`config.mk`:
```
export PLATFORM = sky130hd
export DESIGN_NAME = fifo_flagged
export DESIGN_NICKNAME = d
export VERILOG_FILES = /design/src/rtl/fifo_flagged.sv
export SDC_FILE = /design/constraint.sdc
export NUM_CORES = 1
export LEC_CHECK = 0
export ABC_AREA = 1
export BUFFER_PORTS_ARGS = -buffer_cell sky130_fd_sc_hd__buf_2
export CORE_ASPECT_RATIO = 2
export CORE_UTILIZATION = 35
export DETAILED_ROUTE_END_ITERATION = 6
export GPL_ROUTABILITY_DRIVEN = 0
export SETUP_SLACK_MARGIN = 0.2
export SYNTH_ARGS = -nofsm -noshare
export SYNTH_HDL_FRONTEND = slang
export SYNTH_SLANG_ARGS = --single-unit
export TNS_END_PERCENT = 50
```
`constraint.sdc`:
```
create_clock -name clk -period 4.6 [get_ports clk]
set_input_delay 0 -clock clk [delete_from_list [all_inputs] [get_ports clk]]
set_output_delay 0 -clock clk [all_outputs]
set_load 0.02 [all_outputs]
```
`src/rtl/fifo_flagged.sv`:
```
`default_nettype none
// ============================================================================
//  Module      : fifo_flagged
//  Description : Single-clock synchronous FIFO with occupancy count,
//                programmable almost-full / almost-empty thresholds, sticky
//                overflow / underflow error flags and an optional
//                first-word-fall-through (FWFT) read port.
//  Revision    : 1.0 - initial release
// ============================================================================
module fifo_flagged #(
  parameter int DATA_WIDTH = 8,
  parameter int DEPTH      = 16,
  parameter int AF_THRESH  = DEPTH - 2,
  parameter int AE_THRESH  = 2,
  parameter int FWFT       = 0,
  localparam int ADDR_WIDTH = $clog2(DEPTH)
) (
  input  logic                  clk,
  input  logic                  rst_n,
  input  logic                  wr_en,
  input  logic [DATA_WIDTH-1:0] wr_data,
  input  logic                  rd_en,
  input  logic                  clr_err,
  output logic [DATA_WIDTH-1:0] rd_data,
  output logic                  full,
  output logic                  empty,
  output logic                  almost_full,
  output logic                  almost_empty,
  output logic [ADDR_WIDTH:0]   count,
  output logic                  overflow,
  output logic                  underflow
);

  // --------------------------------------------------------------------------
  // Constants sized to the count / pointer width so every compare and
  // increment below is width-exact.
  // --------------------------------------------------------------------------
  localparam logic [ADDR_WIDTH:0]   c_depth    = DEPTH[ADDR_WIDTH:0];
  localparam logic [ADDR_WIDTH:0]   c_af_thr   = AF_THRESH[ADDR_WIDTH:0];
  localparam logic [ADDR_WIDTH:0]   c_ae_thr   = AE_THRESH[ADDR_WIDTH:0];
  localparam logic [ADDR_WIDTH:0]   c_cnt_one  = {{ADDR_WIDTH{1'b0}}, 1'b1};
  localparam logic [ADDR_WIDTH-1:0] c_ptr_one  = {{(ADDR_WIDTH-1){1'b0}}, 1'b1};

  // --------------------------------------------------------------------------
  // Storage and state
  // --------------------------------------------------------------------------
  logic [DATA_WIDTH-1:0] r_mem [DEPTH];
  logic [ADDR_WIDTH-1:0] r_wr_ptr;
  logic [ADDR_WIDTH-1:0] r_rd_ptr;
  logic [ADDR_WIDTH:0]   r_count;
  logic                  r_overflow;
  logic                  r_underflow;

  // --------------------------------------------------------------------------
  // Flag decode and handshake qualification
  // --------------------------------------------------------------------------
  logic w_full;
  logic w_empty;
  logic w_rd_acc;
  logic w_wr_acc;
  logic w_wr_rej;
  logic w_rd_rej;

  // Flags come straight from the registered count so they move only after
  // the edge that accepted the operation; pointers never decide full/empty.
  assign w_full  = (r_count == c_depth);
  assign w_empty = (r_count == '0);

  // A read of an empty FIFO is always refused, even if a write lands in the
  // same cycle. A write into a full FIFO is allowed only when a read frees
  // the slot on the same edge.
  assign w_rd_acc = rd_en && !w_empty;
  assign w_wr_acc = wr_en && (!w_full || w_rd_acc);
  assign w_wr_rej = wr_en && !w_wr_acc;
  assign w_rd_rej = rd_en && !w_rd_acc;

  // Memory write port; contents are deliberately left out of reset.
  always_ff @(posedge clk) begin
    if (w_wr_acc) begin
      r_mem[r_wr_ptr] <= wr_data;
    end
  end

  // Write pointer advances on every accepted write, wrapping at DEPTH.
  always_ff @(posedge clk or negedge rst_n) begin
    if (!rst_n) begin
      r_wr_ptr <= '0;
    end else if (w_wr_acc) begin
      r_wr_ptr <= r_wr_ptr + c_ptr_one;
    end
  end

  // Read pointer advances on every accepted read, wrapping at DEPTH.
  always_ff @(posedge clk or negedge rst_n) begin
    if (!rst_n) begin
      r_rd_ptr <= '0;
    end else if (w_rd_acc) begin
      r_rd_ptr <= r_rd_ptr + c_ptr_one;
    end
  end

  // Occupancy: net effect of the accepted write and read on this edge.
  always_ff @(posedge clk or negedge rst_n) begin
    if (!rst_n) begin
      r_count <= '0;
    end else begin
      case ({w_wr_acc, w_rd_acc})
        2'b10:   r_count <= r_count + c_cnt_one;
        2'b01:   r_count <= r_count - c_cnt_one;
        default: r_count <= r_count;
      endcase
    end
  end

  // Sticky error flags; a fresh error on the clearing cycle takes priority.
  always_ff @(posedge clk or negedge rst_n) begin
    if (!rst_n) begin
      r_overflow  <= 1'b0;
      r_underflow <= 1'b0;
    end else begin
      if (w_wr_rej) begin
        r_overflow <= 1'b1;
      end else if (clr_err) begin
        r_overflow <= 1'b0;
      end

      if (w_rd_rej) begin
        r_underflow <= 1'b1;
      end else if (clr_err) begin
        r_underflow <= 1'b0;
      end
    end
  end

  // --------------------------------------------------------------------------
  // Read data path
  // --------------------------------------------------------------------------
  generate
    if (FWFT != 0) begin : g_fwft
      // The head word is always presented; rd_en only acknowledges it.
      // Forcing zero while empty hides stale memory after reset or drain.
      assign rd_data = w_empty ? '0 : r_mem[r_rd_ptr];
    end else begin : g_std
      logic [DATA_WIDTH-1:0] r_rd_data;

      // Registered read: capture the head word on an accepted read and hold
      // it until the next one.
      always_ff @(posedge clk or negedge rst_n) begin
        if (!rst_n) begin
          r_rd_data <= '0;
        end else if (w_rd_acc) begin
          r_rd_data <= r_mem[r_rd_ptr];
        end
      end

      assign rd_data = r_rd_data;
    end
  endgenerate

  // --------------------------------------------------------------------------
  // Status outputs
  // --------------------------------------------------------------------------
  assign full         = w_full;
  assign empty        = w_empty;
  assign almost_full  = (r_count >= c_af_thr);
  assign almost_empty = (r_count <= c_ae_thr);
  assign count        = r_count;
  assign overflow     = r_overflow;
  assign underflow    = r_underflow;

endmodule
`default_nettype wire

```
# ---- After elaboration in Yosys (flattened, before gate mapping)
# Memories as Yosys holds them, arrays and structs flattened. A register that Yosys moved wholly into a read port is not among the register bits.
# Cells that the tools add are included.
dict set report op_classes {
  addsub 4
  n_lt_le_gt_ge 2
  eq_ne 3
  muxes 6
  reduce_logical 14
}
# cell n
set op_table {}
lappend op_table {{$pmux 5 s2} 1}
lappend op_table {{$add 4x1->4 const B} 2}
lappend op_table {{$reduce_bool 2->1} 3}
lappend op_table {{$add 5x1->5 const B} 1}
lappend op_table {{$eq 5x5->1 const B} 1}
lappend op_table {{$ge 5x4->1 const B} 1}
lappend op_table {{$le 5x2->1 const B} 1}
lappend op_table {{$logic_not 1->1} 5}
lappend op_table {{$logic_not 5->1} 1}
lappend op_table {{$mux 1} 5}
lappend op_table {{$sub 5x1->5 const B} 1}
lappend op_table {{$logic_and 1x1->1} 4}
lappend op_table {{$eq 2x1->1 const B} 1}
lappend op_table {{$eq 2x2->1 const B} 1}
lappend op_table {{$logic_or 1x1->1} 1}
dict set report word_totals {
  ff_bits 15
  mem_bits_rw 128
  in_bits 13
  word_cells 35
  memories 1
}
# name depth word_bits read_ports rd_clocked_by_memory_dff wr line_no
set mem_list {}
lappend mem_list {r_mem 16 8 1 1 1 47} ;# logic [DATA_WIDTH-1:0] r_mem [DEPTH];

# ---- Logic depth before layout (Yosys ltp)
# Gate-level depths: netlist of run 1.
dict set report logic_depth {
  word_depth 8
  mapped_depth 14
  ltp_nobuf 14
}

# ---- Worst setup path after synthesis of run 1
# OpenSTA, ideal clock, no wires.
dict set report synth_path {
  path_type {reg2reg}
  from {register r_count[1] (netlist: count[1])}
  to {register r_count[4] (netlist: count[4])}
  setup_time_ns 0.113
  arrival_time_ns 1.906
  path_slack_ns 2.581
  path_stages_with_launch 14
  n_path_buf 0
  period_less_slack_ns 2.019
  cell_sequence {dfrtp_1 nor2_1 nand3_1 nand2_1 inv_1 nand2_1 inv_1 ha_1 a21oi_1 nand3_1 nand2_1 nand3_1 nand2_1 inv_1}
}
dict set report synth_between {
  elab_chain_len 7
}
# element line_no
set synth_rtl {}
lappend synth_rtl {{from (decl)} 50} ;# logic [ADDR_WIDTH:0] r_count;
lappend synth_rtl {{from (signal assigned)} 108} ;# 2'b10: r_count <= r_count + c_cnt_one;
lappend synth_rtl {{from (signal assigned)} 109} ;# 2'b01: r_count <= r_count - c_cnt_one;
lappend synth_rtl {{from (signal assigned)} 110} ;# default: r_count <= r_count;
lappend synth_rtl {{$logic_not 5->1} 67} ;# assign w_empty = (r_count == '0);
lappend synth_rtl {{$logic_not 1->1} 72} ;# assign w_rd_acc = rd_en && !w_empty;
lappend synth_rtl {{$logic_and 1x1->1} 72}
lappend synth_rtl {{$logic_or 1x1->1} 73} ;# assign w_wr_acc = wr_en && (!w_full || w_rd_acc);
lappend synth_rtl {{$logic_and 1x1->1} 73}
lappend synth_rtl {{$eq 2x1->1 / $eq 2x2->1 (equally long branches)} 107} ;# case ({w_wr_acc, w_rd_acc})
lappend synth_rtl {{$pmux 5 s2 / $reduce_bool 2->1 (equally long branches)} --}
# Parallel ways exist; a longest one is shown, timed or not.
# A chain may end at the register's enable or synchronous reset.

# ---- Worst setup path after layout of run 1
# Ends and elaborated chain as after synthesis.

==> summary.md, run 1 <==
| Metric | Value |
|---|---|
| Total Wirelength | `approximately 15000 microns` |
| Leak Pwr | `3.34 nW` |
| Root buf cell | `clkbuf_16` |
| Die Ht | `roughly 200 microns` |
| Initial Util | `0.361` |
| Post-layout utilization of the core | `0.417` |
| Top_reg_cell synth | `edfxtp_1` |
| Post-route ant nets | `0` |
| R2r setup slk | `1.88 ns` |
| Worst slack, placed | `1.87 ns` |
| Hold Vio Cnt, Final | `0` |
| Nets | `706` |
| Rows | `70` |
| Reg2reg path depth | `13` |
| Core Box Area | `0.0184 sq mm` |
| CP Data Required Time | `around 5 ns` |
| VDD IR max | `between 300 and 400 uV` |
| Final WS setup | `1.88 ns` |
| H-tree depth | `4` |
| Worst Tran Pin Value | `1.00 ns` |
| Status | `finished clean` |
| Power Total | `0.00479 W` |
| Hold depth | `4` |
| Syn Area/Cell | `~10 sq um` |
| Cells after DPL | `869` |
| WP data arrival | `3.04 ns` |
| Clock Skews | `around 0.014 ns` |
| Startpoint types | `register` |
| Vias | `between 4000 and 5000` |
| YS warnings | `0` |
| Slowest stage delay, CP | `0.47 ns` |
| Post-synth net total | `666` |
| Slew Limit Fails | `0` |
| Slew HR | `0.328` |
| PwrDens | `approximately 630 mW/mm^2` |
| DRC viols | `0` |
| Antenna violations before repair | `0` |
| Asr flop ratio synth | `0.152` |
| Sequential share of the synthesized area | `0.665` |
| Layout cells sized above 1 | `0.100` |
| Die Wd | `99.4 microns` |
| Worst hold path class | `in -> reg` |
| Final HPWL from detailed placement | `10000 microns` |
| Non-Filler Instances | `913` |
| # diodes | `0` |
| Commonest non-fill, non-tap cell in the layout | `nand2_1` |
| Most used cell, CP | `nand2_1` |
| Die Area | `0.0196 sq mm` |
| Largest net degree at the start of global routing | `55` |
| Area added between synthesis and finish | `15.4%` |
| Setup TNS | `0 ns` |
| Final Cycle Share | `0.592` |
| Post_cts resized | `0` |
| TritonCTS buffer count | `17` |
| Cells along the critical path | `nor2_1 > nand3_1 > nand2_1 > inv_1 > nand2_1 > inv_1 > ha_1 > a21oi_1 > nand3_1 > nand2_1 > nand3_1 > nand2_1 > inv_1` |
| Post-synth EDFFs | `128` |
| Clock Path Buffers | `2` |
| First-pass GRT wire length | `24000 microns` |
| Setup CP Type | `reg -> reg` |
| Setup bufs post-CTS | `0` |
| Syn Inst Count | `roughly 640` |
| Vias per cell | `4.74` |
| Synth cell types | `23` |
| Max Cap Viol | `0` |
| Tot GR Track Use | `0.168` |
| Clock Latency Late Sink | `about 0.42 ns` |
| Boundary pin count | `32` |
| Kind of end point of the critical path | `register` |
| Maximum fanout along the worst path | `13` |
| Detailed Routing Iterations Pass 1 | `5` |
| IO buf count | `31` |
| RSZ-0062 raised after global routing | `no` |
| # setup viols final | `0` |
| DRT iter0 DRCs | `265` |
| Syn Std Cell Area | `0.00664 sq mm` |
| Commonest cells after routing, fill and taps aside | `nand2_1 (220), edfxtp_1 (128), inv_1 (93), nand3_1 (89), buf_2 (31)` |
| GRT overflow | `0` |
| Min cycle time layout | `2.72 ns` |
| Reg clk slew, reported paths | `0.06 ns` |
| CTS sink count | `151` |
| Vias in the first global route | `roughly 4300` |
| Slowest CP cell | `dfrtp_1` |
| TritonCTS clock tree | `done` |
| Maximum clock frequency | `0.367 GHz` |
| Synth Register Bits | `between 150 and 200` |
| Routed wire per std cell | `16.6 microns` |
[worst max-delay path: cells and delay by family (launching register included)]
kind,cells,cell delay (ns)
and+or+nand+nor,8,1.17
AOI/OAI and AO/OA,1,0.21
adders and majority gates,1,0.33
buffers and inverters,3,0.44
DFF,1,0.47
[logic make-up after synthesis]
family | Yosys count | share of synthesized area
AO/OA/AOI/OAI | 22 | 0.0230
XOR/XNOR | 8 | 0.0106
adder cells (fa/ha/maj) | 9 | 0.0181
buffers and inverters | 122 | 0.0774
flip-flops | 151 | 0.665
AND/OR/NAND/NOR | 332 | 0.206
[flip-flops by register name (all words and copies together) (netlist names)]
signal / count
count: 5
overflow: 1
r_mem: 128
r_rd_ptr: 4
r_wr_ptr: 4
rd_data: 8
underflow: 1
[where the power goes]
part           switching (W)  internal [W]
sequential          0.000186       0.00170
combinational        0.00106      0.000470
clock               0.000510      0.000867
[worst paths after layout]
path,start,endpoint
setup / recovery,count[1]$_DFFE_PN0P_,count[4]$_DFFE_PN0P_
hold / removal,wr_en,count[0]$_DFFE_PN0P_
setup reg to reg,count[1]$_DFFE_PN0P_,count[4]$_DFFE_PN0P_
hold reg to reg,rd_data[3]$_DFFE_PN0P_,rd_data[3]$_DFFE_PN0P_
max in group asynchronous,rst_n,r_rd_ptr[0]$_DFFE_PN0P_
min in group asynchronous,rst_n,overflow$_DFFE_PN0P_
[layer usage]
metal | global-route usage | vias up | routed length, microns
li1 | - | 2176 | -
met3 | 0.0301 | 12 | 490
met4 | 0.0659 | 0 | 226
met5 | 0 | - | 0
met2 | 0.320 | 88 | 8920
met1 | 0.181 | 2054 | 5560
[cells in the mapped netlist (2+ instances only)]
master | instances | area, sq um
a21oi_1 | 2 | 10.0
buf_2 | 9 | 45.0
buf_4 | 12 | 90.1
clkbuf_1 | 6 | 22.5
clkinv_1 | 2 | 7.51
dfrtp_1 | 23 | 576
edfxtp_1 | 128 | 3840
ha_1 | 8 | 100
inv_1 | 93 | 349
nand2_1 | 220 | 826
nand2_2 | 2 | 12.5
nand3_1 | 89 | 445
nor2_1 | 20 | 75.1
o211ai_1 | 8 | 60.1
o21ai_0 | 7 | 35.0
xor2_1 | 8 | 70.1
[area by class of cell]
class	count	area, sq um
clock buffer	24	502
clock inverter	8	95.1
fill	1737	10700
inverter	95	357
multi-input combinational	371	1710
sequential	151	4420
tap	216	270
timing repair buffer	48	313
[per-stage QoR]
stage | hold slack [ns] | cell area, sq um
4_1_cts | 0.0342 | 7660
5_1_grt | 0.0756 | 7660
3_5_place_dp | 0.0182 | 6950
6_report | 0.0547 | 7660
2_1_floorplan | -0.296 | 6640
3_3_place_gp | 0.0181 | 6950
[what timing repair did]
item,CTS,global route
setup endpoints to repair,0,0
hold endpoints to repair,153,0
hold buffers,12,0
(Power assumes the default switching activity.)
==> run 2, diff against run 1 <==
==> constraint.sdc (replaced) <==
create_clock -name clk -period 2.8 [get_ports clk]
set_input_delay 0 -clock clk [delete_from_list [all_inputs] [get_ports clk]]
set_output_delay 0 -clock clk [all_outputs]
set_load 0.02 [all_outputs]
==> run 2 against run 1 <==
  * Die area stayed put
  * Register-to-register slack worse by 1.3 ns
  * Critical path depth is 7 lower
  * Clock skew is 0.0025 ns lower
  * Global-route usage is 1.1 points higher
  * Non-clock buffer count is 2 higher
  * Sequential cell count stayed put
  * Utilization hardly changed
  * Combinational power is 78% higher
==> summary.md, run 2 (synthesis gave the netlist of run 1 again) <==
| Metric | Value |
|---|---|
| Vias | `4378 (was 4330)` |
| Die Ht | `197 microns (unchanged)` |
| TritonCTS buffer count | `17 (unchanged)` |
| IO buf count | `31 (unchanged)` |
| Antenna violations before repair | `0 (unchanged)` |
| Slowest stage delay, CP | `0.54 ns (was 0.47 ns)` |
| WP data arrival | `2.27 ns (was 3.04 ns)` |
| Clock power frac | `0.284 (was 0.287)` |
| CTS sink count | `151 (unchanged)` |
| Post_cts resized | `0 (unchanged)` |
| Boundary pin count | `32 (unchanged)` |
| R2r endpoint | `r_mem[8][4]$_DFFE_PP_ (was count[4]$_DFFE_PN0P_)` |
| Cells along the critical path | `nor2_1 > nand3_1 > inv_1 > a21oi_4 > nand2_1 > nor2_1 (was nor2_1 > nand3_1 > nand2_1 > inv_1 > nand2_1 > inv_1 > ha_1 > a21oi_1 > nand3_1 > nand2_1 > nand3_1 > nand2_1 > inv_1)` |
| Worst hold path class | `in -> reg (unchanged)` |
| Die Area | `0.0196 sq mm (unchanged)` |
| Setup TNS | `0 ns (unchanged)` |
| Max Cap Viol | `0 (unchanged)` |
| Setup bufs post-CTS | `0 (unchanged)` |
| Reg2reg path depth | `6 (was 13)` |
| Layout cells sized above 1 | `0.116 (was 0.100)` |
| TritonCTS clock tree | `done (unchanged)` |
| Leak Pwr | `3.34 nW (about the same)` |
| DRC viols | `0 (unchanged)` |
| Routed wire per std cell | `17.6 microns (was 16.6 microns)` |
| R2r setup slk | `0.59 ns (was 1.88 ns)` |
| Total Wirelength | `16100 microns (was 15200 microns)` |
| Maximum clock frequency | `0.452 GHz (was 0.367 GHz)` |
| DRT iter0 DRCs | `321 (was 265)` |
| Pint | `0.00494 W (was 0.00303 W)` |
| Clock Path Buffers | `2 (unchanged)` |
| Final HPWL from detailed placement | `11000 microns (was 10000 microns)` |
| Vias per cell | `4.78 (was 4.74)` |
| Net Sw Frac | `0.380 (was 0.367)` |
| Post-route ant nets | `0 (unchanged)` |
| First-pass GRT wire length | `25100 microns (was 24000 microns)` |
| Maximum fanout along the worst path | `9 (was 13)` |
| Initial Util | `0.361 (unchanged)` |
| Cells after DPL | `878 (was 869)` |
| PwrDens | `1040 mW/mm^2 (was 625 mW/mm^2)` |
| Worst Tran Pin Value | `0.745 ns (was 1.00 ns)` |
| Tot GR Track Use | `0.179 (was 0.168)` |
| Startpoint types | `register (unchanged)` |
| Sw Pwr | `0.00302 W (was 0.00176 W)` |
| Reg2reg start | `count[0]$_DFFE_PN0P_ (was count[1]$_DFFE_PN0P_)` |
| Clock Latency Late Sink | `0.42 ns (about the same)` |
| Reg power frac | `0.374 (was 0.393)` |
| Slowest CP cell | `nor2_1 (was dfrtp_1)` |
| Clock Skews | `0.0112 ns (was 0.0137 ns)` |
| Die Wd | `99.4 microns (unchanged)` |
| Hold Vio Cnt, Final | `0 (unchanged)` |
| Largest net degree at the start of global routing | `75 (was 55)` |
| Final Cycle Share | `0.790 (was 0.592)` |
| Commonest cells after routing, fill and taps aside | `nand2_1 (220), edfxtp_1 (128), inv_1 (93), nand3_1 (89), buf_2 (31) (unchanged)` |
| Rows | `70 (unchanged)` |
| Area added between synthesis and finish | `15.5% (was 15.4%)` |
| # setup viols final | `0 (unchanged)` |
| Core Box Area | `0.0184 sq mm (unchanged)` |
| Min cycle time layout | `2.21 ns (was 2.72 ns)` |
| Nets | `708 (was 706)` |
| Slew Limit Fails | `0 (unchanged)` |
| RSZ-0062 raised after global routing | `no (unchanged)` |
| Slew HR | `0.503 (was 0.328)` |
| Max reg flops | `128 (unchanged)` |
| Most used cell, CP | `nor2_1 (was nand2_1)` |
| Vias in the first global route | `4602 (was 4252)` |
| Root buf cell | `clkbuf_16 (unchanged)` |
| Hold depth | `1 (was 4)` |
| H-tree depth | `4 (unchanged)` |
| Status | `finished clean (unchanged)` |
| CP Data Required Time | `2.85 ns (was 4.91 ns)` |
| Crit path to | `r_mem[8][4]$_DFFE_PP_ (was count[4]$_DFFE_PN0P_)` |
| GRT overflow | `0 (unchanged)` |
| Combinational share of power | `0.342 (was 0.320)` |
| Commonest non-fill, non-tap cell in the layout | `nand2_1 (unchanged)` |
| Reg clk slew, reported paths | `0.07 ns (was 0.06 ns)` |
| Non-Filler Instances | `915 (was 913)` |
| Crit path launch | `count[0]$_DFFE_PN0P_ (was count[1]$_DFFE_PN0P_)` |
| Setup CP Type | `reg -> reg (unchanged)` |
| Reg with most FFs | `r_mem (unchanged)` |
| Detailed Routing Iterations Pass 1 | `4 (was 5)` |
| VDD IR max | `597 uV (was 314 uV)` |
| Kind of end point of the critical path | `register (unchanged)` |
| # diodes | `0 (unchanged)` |
[run 2: cell count changes in the layout (fill, tap and decap cells not counted), sizes merged]
cell	before	now
buf	36	45
clkbuf	24	17
dlygate4sd3	12	5
inv	93	100
clkinv	6	2
clkinvlp	2	6
[run 2: layer usage]
layer | part of all wire | vias to the layer above | track usage
met3 | 0.032 | 39 | 0.0316
li1 | - | 2174 | -
met5 | 0 | - | 0
met2 | 0.58 | 99 | 0.347
met1 | 0.34 | 2066 | 0.171
met4 | 0.041 | 0 | 0.104
[run 2: final cells by class]
type                            instances  area [sq um]
Clock buffer                           17           425
Clock inverter                         15           166
Fill cell                            1808         10700
Inverter                               95           357
Multi-Input combinational cell        371          1710
Sequential cell                       151          4420
Tap cell                              216           270
Timing Repair Buffer                   50           323
[run 2: power by group through the flow]
stage	registers [W]	clock network [W]	logic, W
floorplan	0.00308	0	0.00181
global placement	0.00301	0	0.00271
detailed placement	0.00302	0	0.00272
CTS	0.00298	0.00230	0.00274
global route	0.00301	0.00240	0.00303
finish	0.00298	0.00226	0.00272
[run 2: what timing repair did]
item,in CTS,in global routing
hold buffers,5,0
endpoints found under the setup margin,0,0
hold endpoints to repair,25,0
[run 2: worst min-delay path by stage]
stage / start / end / slack (ns)
final: wr_data[2] / r_mem[13][2]$_DFFE_PP_ / 0.03
after CTS: wr_data[0] / r_mem[11][0]$_DFFE_PP_ / 0.03
after detailed placement: rst_n / overflow$_DFFE_PN0P_ / 0.05
after global placement: rst_n / underflow$_DFFE_PN0P_ / 0.05
after floorplan: rst_n / count[0]$_DFFE_PN0P_ / -0.30
after global routing: wr_data[2] / r_mem[2][2]$_DFFE_PP_ / 0.03
[run 2: critical path, delay by kind of cell, from the launching register on]
kind	cells	cell delay (ns)
AND/OR/NAND/NOR	4	1.01
flip-flops	1	0.48
AO/OA/AOI/OAI	1	0.26
buffers and inverters	1	0.09
[run 2: stage by stage]
step           worst slack, ns  hold WS, ns   util  area [sq um]  total power, W
4_1_cts                  0.550       0.0303  0.417          7670         0.00802
3_5_place_dp             0.574       0.0496  0.382          7030         0.00574
5_1_grt                  0.355       0.0265  0.417          7670         0.00844
3_3_place_gp             0.636       0.0465  0.382          7030         0.00572
2_1_floorplan            0.781       -0.296      -          6640         0.00489
6_report                 0.587       0.0339  0.417          7670         0.00796
==> run 3, diff against run 2 <==
--- a/config.mk
+++ b/config.mk
@@ -5,7 +5,7 @@
 export SDC_FILE = /design/constraint.sdc
 export NUM_CORES = 1
 export LEC_CHECK = 0
-export ABC_AREA = 1
+export ABC_AREA = 0
 export BUFFER_PORTS_ARGS = -buffer_cell sky130_fd_sc_hd__buf_2
 export CORE_ASPECT_RATIO = 2
 export CORE_UTILIZATION = 35
==> constraint.sdc (replaced) <==
create_clock -name clk -period 2.2 [get_ports clk]
set_input_delay 0 -clock clk [delete_from_list [all_inputs] [get_ports clk]]
set_output_delay 0 -clock clk [all_outputs]
set_load 0.02 [all_outputs]
==> run 3 against run 2 <==
  * Global-route usage down 2.4 points
  * Combinational power up 25%
  * Largest cell class unchanged
  * Sequential cell count unchanged
  * Die area down 8.1%
  * Area after synthesis down 8.2%
  * Register-to-register slack worse by 1.1 ns
  * Final cell count down 31%
  * The flow now finishes with violations (setup timing)
  * Non-clock buffer count up 41
  * Wire length down 20%
==> summary.md, run 3 <==
| Metric | Value |
|---|---|
| Sequential share of the synthesized area | `0.725 (was 0.665)` |
| RSZ-0062 raised after global routing | `yes (was no)` |
| R2r setup slk | `-0.49 ns (was 0.59 ns)` |
| Setup TNS | `-0.857 ns (was 0 ns)` |
| Final Cycle Share | `1.22 (was 0.790)` |
| First-pass GRT wire length | `19600 microns (was 25100 microns)` |
| Commonest non-fill, non-tap cell in the layout | `edfxtp_1 (was nand2_1)` |
| Tot GR Track Use | `0.155 (was 0.179)` |
| Layout cells sized above 1 | `0.428 (was 0.116)` |
| Rows | `67 (was 70)` |
| # setup viols final | `3 (was 0)` |
| Largest net degree at the start of global routing | `27 (was 75)` |
| Post-synth net total | `341 (was 666)` |
| Clock Skews | `0.0142 ns (was 0.0112 ns)` |
| Routed wire per std cell | `20.2 microns (was 17.6 microns)` |
| Maximum clock frequency | `0.372 GHz (was 0.452 GHz)` |
| Slew Limit Fails | `0 (unchanged)` |
| Most frequent cells after synthesis | `edfxtp_1 (128), mux4_2 (32), dfrtp_1 (23), nand2_1 (20), nor2_1 (16) (was nand2_1 (220), edfxtp_1 (128), inv_1 (93), nand3_1 (89), dfrtp_1 (23))` |
| Slew HR | `0.595 (was 0.503)` |
| DRC viols | `0 (unchanged)` |
| Post-route ant nets | `0 (unchanged)` |
| Syn Area/Cell | `19.1 sq um (was 10.3 sq um)` |
| Area added between synthesis and finish | `28.4% (was 15.5%)` |
| Die Ht | `189 microns (was 197 microns)` |
| Clock Path Buffers | `2 (unchanged)` |
| Status | `complete, but fails checks (was finished clean)` |
| Max reg flops | `128 (unchanged)` |
| Post-synth top area cell | `edfxtp_1 (unchanged)` |
| Syn Std Cell Area | `0.00609 sq mm (was 0.00664 sq mm)` |
| Vias in the first global route | `3504 (was 4602)` |
| Reg with most FFs | `r_mem (unchanged)` |
| GRT overflow | `0 (unchanged)` |
| Worst hold start | `wr_en (was wr_data[2])` |
| Maximum fanout along the worst path | `4 (was 9)` |
| Count leader, synth | `edfxtp_1 (was nand2_1)` |
| WP data arrival | `2.99 ns (was 2.27 ns)` |
| Crit path to | `count[4]$_DFFE_PN0P_ (was r_mem[8][4]$_DFFE_PP_)` |
| Syn Inst Count | `319 (was 644)` |
| Min cycle time layout | `2.69 ns (was 2.21 ns)` |
| Post-synth EDFFs | `128 (unchanged)` |
| H-tree depth | `4 (unchanged)` |
| Core Box Area | `0.0169 sq mm (was 0.0184 sq mm)` |
| DRT iter0 DRCs | `139 (was 321)` |
| Antenna violations before repair | `0 (unchanged)` |
| Root buf cell | `clkbuf_16 (unchanged)` |
| Nets | `434 (was 708)` |
| Hold Vio Cnt, Final | `0 (unchanged)` |
| R2r endpoint | `count[4]$_DFFE_PN0P_ (was r_mem[8][4]$_DFFE_PP_)` |
| VDD IR max | `509 uV (was 597 uV)` |
| Final WS setup | `-0.490 ns (was 0.587 ns)` |
| Commonest cells after routing, fill and taps aside | `edfxtp_1 (128), buf_4 (38), mux4_2 (32), buf_2 (30), dfrtp_1 (21) (was nand2_1 (220), edfxtp_1 (128), inv_1 (93), nand3_1 (89), buf_2 (31))` |
| IO buf count | `31 (unchanged)` |
| Vias | `3243 (was 4378)` |
| Kind of end point of the critical path | `register (unchanged)` |
| YS warnings | `0 (unchanged)` |
| Initial Util | `0.360 (was 0.361)` |
| Total Wirelength | `12800 microns (was 16100 microns)` |
| Top_reg_cell synth | `edfxtp_1 (unchanged)` |
| Clock Latency Late Sink | `0.42 ns (about the same)` |
| TritonCTS buffer count | `17 (unchanged)` |
| CP Data Required Time | `2.50 ns (was 2.85 ns)` |
| Synth cell types | `38 (was 23)` |
| # diodes | `0 (unchanged)` |
| Post-layout utilization of the core | `0.462 (was 0.417)` |
| Vias per cell | `5.13 (was 4.78)` |
| Max Cap Viol | `0 (unchanged)` |
| Reg2reg path depth | `8 (was 6)` |
| Startpoint types | `register (unchanged)` |
| Asr flop ratio synth | `0.152 (unchanged)` |
| CTS sink count | `151 (unchanged)` |
| Setup CP Type | `reg -> reg (unchanged)` |
| Worst Tran Pin Value | `0.608 ns (was 0.745 ns)` |
| Boundary pin count | `32 (unchanged)` |
| Failing checks | `setup timing` |
| PwrDens | `1300 mW/mm^2 (was 1040 mW/mm^2)` |
| Die Area | `0.0180 sq mm (was 0.0196 sq mm)` |
| Final HPWL from detailed placement | `8980 microns (was 11000 microns)` |
| Reg2reg start | `count[1]$_DFFE_PN0P_ (was count[0]$_DFFE_PN0P_)` |
| Crit path launch | `count[1]$_DFFE_PN0P_ (was count[0]$_DFFE_PN0P_)` |
| Synth Register Bits | `151 (unchanged)` |
| Reg clk slew, reported paths | `0.06 ns (was 0.07 ns)` |
| Leak Pwr | `2.80 nW (was 3.34 nW)` |
| Post-synth top area share | `0.631 (was 0.579)` |
| Die Wd | `95.3 microns (was 99.4 microns)` |
| Worst hold path class | `in -> reg (unchanged)` |
| TritonCTS clock tree | `done (unchanged)` |
| Detailed Routing Iterations Pass 1 | `4 (unchanged)` |
| Dominant cells by area after synthesis | `edfxtp_1 (63%), mux4_2 (12%), dfrtp_1 (9.4%), mux2i_1 (2.5%), ha_1 (1.6%) (was edfxtp_1 (58%), nand2_1 (12%), dfrtp_1 (8.7%), nand3_1 (6.7%), inv_1 (5.3%))` |
[run 3: cell types whose count changed after synthesis, moves of 8 or more]
cell     change
nand2_1    -200
nand3_1     -89
inv_1       -87
mux4_2      +32
mux2i_1     +15
buf_4       -12
xnor2_1      +8
[run 3: metrics by stage]
step	power, W	area, sq um	std cells	hold slack, ns	setup WS (ns)
6_report	0.0102	7820	632	0.0533	-0.490
5_1_grt	0.0107	7820	632	0.0565	-0.553
4_1_cts	0.0103	7780	628	0.0480	-0.476
3_5_place_dp	0.00708	6880	582	0.0385	-0.586
3_3_place_gp	0.00700	6880	582	0.0294	-0.586
2_1_floorplan	0.00593	6170	319	-0.296	-0.845
[run 3: worst min path at each step]
stage                                   end  depth (start not counted)
floorplan              count[0]$_DFFE_PN0P_                          0
global placement       count[3]$_DFFE_PN0P_                          1
detailed placement  r_rd_ptr[3]$_DFFE_PN0P_                          1
CTS                    overflow$_DFFE_PN0P_                          3
global route           overflow$_DFFE_PN0P_                          3
finish                 overflow$_DFFE_PN0P_                          3
[run 3: where the power goes]
part / internal, W / leakage (nW) / switching (W)
clock: 0.00179 / 0.291 / 0.00115
sequential: 0.00356 / 1.43 / 0.000285
combinational: 0.00166 / 1.07 / 0.00175
[run 3: cell type report]
class                   count  area [sq um]
inverters                   6          22.5
multi-input cells         145          1780
well taps                 207           259
fillers                  1421          9110
clock inverters            14           173
repair buffers             91           742
flip-flops and latches    151          4420
clock buffers              18           429
[run 3: what timing repair did]
item	CTS	global route
hold buffers	11	0
setup buffers	3	4
hold endpoints to repair	153	0
pin swaps	11	8
setup endpoints to repair	139	83
resized for setup	35	3
[run 3: routing by layer]
metal	share of wire	GRT usage	up-vias	wire, microns
li1	-	-	1466	-
met1	0.35	0.147	1702	4470
met2	0.61	0.301	55	7780
met3	0.018	0.0311	20	226
met4	0.024	0.0728	0	301
met5	0	0	-	0
[run 3: logic make-up after synthesis]
kind of cell	Yosys count	share of synthesized area
buffers and inverters	23	0.0160
adder cells (fa/ha/maj)	9	0.0197
AO/OA/AOI/OAI	23	0.0312
flip-flops	151	0.725
multiplexers	53	0.158
AND/OR/NAND/NOR	51	0.0374
XOR/XNOR	9	0.0129
[run 3: worst max-delay path, stage by stage (launching register included)]
cell	delay, ns
dfrtp_2	0.40
or4_4	0.55
o21ai_4	0.18
nor2_4	0.06
fa_2	0.33
a21o_1	0.20
a21oi_2	0.18
mux2_4	0.31
or3b_4	0.36
